## src/rtl/aes_round_ctrl.sv

```systemverilog
// rtl/aes_round_ctrl.sv - AES-128 round sequencing FSM driving cs/count/ld_sel with a valid/ack result hold
// Optional abort input enabled by defining AES_CTRL_ABORT_EN.
module aes_round_ctrl #(
  parameter int NR = 10,
  parameter int CW = 8
) (
`ifdef AES_CTRL_ABORT_EN
  input  logic          abort,
`endif
  input  logic          clk,
  input  logic          rst,
  input  logic          start,
  input  logic          out_ack,
  output logic [2:0]    cs,
  output logic [CW-1:0] count,
  output logic          ld_sel,
  output logic          ready,
  output logic          busy,
  output logic          out_valid
);

  localparam logic [2:0] CS_RES = 3'b000;
  localparam logic [2:0] CS_ADD = 3'b010;
  localparam logic [2:0] CS_SUB = 3'b011;
  localparam logic [2:0] CS_SHI = 3'b100;
  localparam logic [2:0] CS_MIX = 3'b101;
  localparam logic [2:0] CS_FIN = 3'b111;

  localparam logic [CW-1:0] NR_C  = CW'(NR);
  localparam logic [CW-1:0] ONE_C = CW'(1);

  typedef enum logic [3:0] {
    S_IDLE,
    S_LOAD,
    S_ARK0,
    S_SUB,
    S_SHI,
    S_MIX,
    S_ARK,
    S_FINAL,
    S_DONE
  } state_t;

  state_t state;
  logic   abort_req;
  logic   in_flight;

`ifdef AES_CTRL_ABORT_EN
  assign abort_req = abort;
`else
  assign abort_req = 1'b0;
`endif

  assign in_flight = (state != S_IDLE) && (state != S_DONE);

  // Outputs are loaded together with the state they belong to, so they are
  // stable a half cycle before the datapath samples on the falling edge.
  always_ff @(posedge clk) begin
    if (rst || (abort_req && in_flight)) begin
      state     <= S_IDLE;
      cs        <= CS_FIN;
      count     <= '0;
      ld_sel    <= 1'b0;
      ready     <= 1'b1;
      busy      <= 1'b0;
      out_valid <= 1'b0;
    end else begin
      case (state)
        S_IDLE: begin
          if (start) begin
            state  <= S_LOAD;
            cs     <= CS_RES;
            count  <= '0;
            ld_sel <= 1'b1;
            ready  <= 1'b0;
            busy   <= 1'b1;
          end
        end
        S_LOAD: begin
          state  <= S_ARK0;
          cs     <= CS_ADD;
          ld_sel <= 1'b0;
        end
        S_ARK0: begin
          state <= S_SUB;
          cs    <= CS_SUB;
          count <= ONE_C;
        end
        S_SUB: begin
          state <= S_SHI;
          cs    <= CS_SHI;
        end
        S_SHI: begin
          // The last round skips MixColumns.
          if (count < NR_C) begin
            state <= S_MIX;
            cs    <= CS_MIX;
          end else begin
            state <= S_ARK;
            cs    <= CS_ADD;
          end
        end
        S_MIX: begin
          state <= S_ARK;
          cs    <= CS_ADD;
        end
        S_ARK: begin
          if (count < NR_C) begin
            state <= S_SUB;
            cs    <= CS_SUB;
            count <= count + ONE_C;
          end else begin
            state <= S_FINAL;
            cs    <= CS_FIN;
          end
        end
        S_FINAL: begin
          state     <= S_DONE;
          cs        <= CS_FIN;
          busy      <= 1'b0;
          out_valid <= 1'b1;
        end
        S_DONE: begin
          if (out_ack) begin
            state     <= S_IDLE;
            count     <= '0;
            out_valid <= 1'b0;
            ready     <= 1'b1;
          end
        end
        default: begin
          state     <= S_IDLE;
          cs        <= CS_FIN;
          count     <= '0;
          ld_sel    <= 1'b0;
          ready     <= 1'b1;
          busy      <= 1'b0;
          out_valid <= 1'b0;
        end
      endcase
    end
  end

endmodule
```

## config.mk

```make
export PLATFORM = sky130hd
export DESIGN_NAME = aes_round_ctrl
export DESIGN_NICKNAME = d
export VERILOG_FILES = /design/src/rtl/aes_round_ctrl.sv
export SDC_FILE = /design/constraint.sdc
export NUM_CORES = 1
export LEC_CHECK = 0
export ABC_AREA = 1
export BUFFER_PORTS_ARGS = -buffer_cell sky130_fd_sc_hd__buf_4
export CORE_MARGIN = 10
export CORE_UTILIZATION = 40
export CTS_CLUSTER_SIZE = 16
export DETAILED_ROUTE_END_ITERATION = 16
export PLACE_DENSITY = 0.73
export SLEW_MARGIN = 20
export SYNTH_ARGS = -nofsm -noshare
export SYNTH_HDL_FRONTEND = slang
export SYNTH_SLANG_ARGS = --single-unit
```

## constraint.sdc

```tcl
create_clock -name clk -period 3 [get_ports clk]
set_input_delay 0.6 -clock clk [delete_from_list [all_inputs] [get_ports clk]]
set_output_delay 0.6 -clock clk [all_outputs]
set_load 0.01 [all_outputs]
```

==> results.cfg <==
[layout]
area_delta_synth_final_pct = 18.56
seq_area_sq_um = 380.4
diodes = 0
drive_above_1_share_pct = 27.92
multi_input_area_sq_um = 540.5
final_area_sq_mm = 0.001175
finalNonFillerCells = 182
fillCellCount = 221
nets = 160

[global_routing]
grt_pass1_vias = 870
grt_overflow = 0
grt_pass1_wl_microns = 3946
grtUsageTotal_pct = 9.465
antenna_found_initial = 0
grt_max_degree = 13

[synthesis]
async_flop_share_pct = 0
synthMostInstantiatedCell = nand2_1
synth.area.top_cells = dfxtp_1, nand2_1, nand3_1, nor2_1, inv_1
synth.top_cell.area_share_pct = 38.38
synth_edf_count = 0
synth-seq-cells = 19
synthesis.area_sq_um = 991.0
synth_top_flop_cell = dfxtp_1
synth.avg_cell_area_sq_um = 7.451
syn_inst = 133
seq_area_frac_synth_pct = 38.38
synth_cell_types = 26
synth_top_area_cell = dfxtp_1
yosysWarnings = 0
synth_commonest_cells = nand2_1, dfxtp_1, nor2_1, inv_1, nand3_1
mappedNetlistNets = 138

[sta]
fin_crit_sh_pct = 49.31
rsz0062_at_grt = no
fin_skew_ps = 9.208
fmax_mhz = 676.0
worstMarginPinSlew_ps = 336.7
setup_tns_ps = 0
maxSlewViolCount = 0
period_minus_slack_ps = 1479
hold_viol_final = 0
relSlewSlack_pct = 77.32
setup_viol = 0

[critical_path]
crit_type = register to output pin
path_cells = buf_4
required_ps = 2400
crit_buf_inv = 1
cp.arrival_ps = 880
worstPathMaxFanout = 5
cp-end-kind = output pin
slowest_delay_ps = 430
critPathSlowestCell = dfxtp_1
critPathTopFamily = flip-flops
startpoint_type = register

[routing]
drt_iter0_drc = 34
postRouteAntennaNets = 0
drt_first_pass_iters = 4
drc = 0
routed-via-count = 923
avgRoutedWirePerCell_microns = 12.38
wirelength_microns = 2254
vias_per_cell = 5.071

[power]
power_density_mw_per_mm2 = 650.7
peakVddDrop_v = 0.0003683
p_leak_nw = 0.5761

[floorplanning]
die_y_microns = 69.78
dieArea_sq_mm = 0.004869
rows = 17
die_x_microns = 69.78
io_pins = 19
start_util_pct = 43.54
core_area_sq_mm = 0.002276

[cts]
postCtsSetupBuffers = 0
cts.clk_slew.worst_paths_ps = 120
cts_max_path_buffers = 2
cts.sinks = 19
cts_root_buf = clkbuf_4
htree_num_levels = 1
clkLatencyLatePin_ps = 300
cts_tree = yes
cts_buffers = 3
cts_resized = 0
hold_buffers = 0

[place]
place_area_sq_mm = 0.001149
routabilityCongestion = 0.8874
dp_hpwl_microns = 1756
port_buffers = 18
dp.cells = 178

[flow_run]
cap_viol_max_count = 0

[status]
outcome = finished clean

[min_path]
hold_class = register to register
==> registers in the layout (all words and copies together) (netlist names) <==
name and cells:
ready 1, busy 1, cs 3, count 8, out_valid 1, state 4
ld_sel 1
==> worst register-to-register path: stages (launching register included) <==
cell and delay [ps]:
dfxtp_1 370, o21ai_0 310, nand3_1 220, nand2_4 190, nand2_1 70, o21ai_0 140, nand2_1 60
==> cell usage in the layout (no fill, tap or decap), types with 4 or more instances in the layout <==
cell type	n
nor2_1	13
nand2_1	34
nor2_2	4
nand3_1	12
buf_4	18
dfxtp_1	19
inv_1	12
o21ai_0	4
a21oi_1	8
nand2_2	4
==> power by group <==
group / switching [mW] / total, mW / internal (mW) / leakage, nW
logic: 0.185 / 0.309 / 0.124 / 0.405
registers: 0.0315 / 0.322 / 0.290 / 0.156
clock network: 0.0816 / 0.133 / 0.0518 / 0.0150
total: 0.298 / 0.764 / 0.466 / 0.576
==> through the flow <==
| stage | utilization [%] | hold slack (ps) | total power, mW | setup WS [ps] |
|---|---|---|---|---|
| 2_1_floorplan | - | 469.3 | 0.5483 | 1733 |
| 3_3_place_gp | 50.47 | 433.8 | 0.6355 | 1605 |
| 3_5_place_dp | 50.47 | 437.8 | 0.6410 | 1569 |
| 4_1_cts | 51.62 | 455.5 | 0.7740 | 1501 |
| 5_1_grt | 51.62 | 486.4 | 0.8282 | 1376 |
| 6_report | 51.62 | 453.0 | 0.7645 | 1521 |
==> area by class of cell <==
| cell class | count | share of cell area, % |
|---|---|---|
| timing repair buffer | 18 | 11.50 |
| tap | 28 | 2.982 |
| clock buffer | 4 | 2.236 |
| sequential | 19 | 32.37 |
| multi-input combinational | 98 | 46.01 |
| inverter | 15 | 4.899 |
==> logic make-up after synthesis <==
| logic type | synth area share [%] |
|---|---|
| adders and majority gates | 1.262 |
| AOI/OAI and AO/OA | 10.61 |
| DFF | 38.38 |
| and+or+nand+nor | 42.68 |
| buffers and inverters | 7.070 |
==> layer usage <==
metal	track usage (%)	share of wire, %	vias to the layer above
li1	-	-	472
met1	11.65	46	419
met2	14.99	47	28
met3	2.425	5.9	4
met4	4.130	1.1	0
met5	0	0	-
==> worst paths after layout <==
path / cells past startpoint / slack (ps) / endpoint / startpoint
min: 2 / 450 / busy / busy
max: 1 / 1520 / count[0] / count[0]
min reg2reg: 2 / 450 / busy / busy
max reg2reg: 6 / 1550 / cs[2] / count[2]
Power figures use the tool's default switching activity.
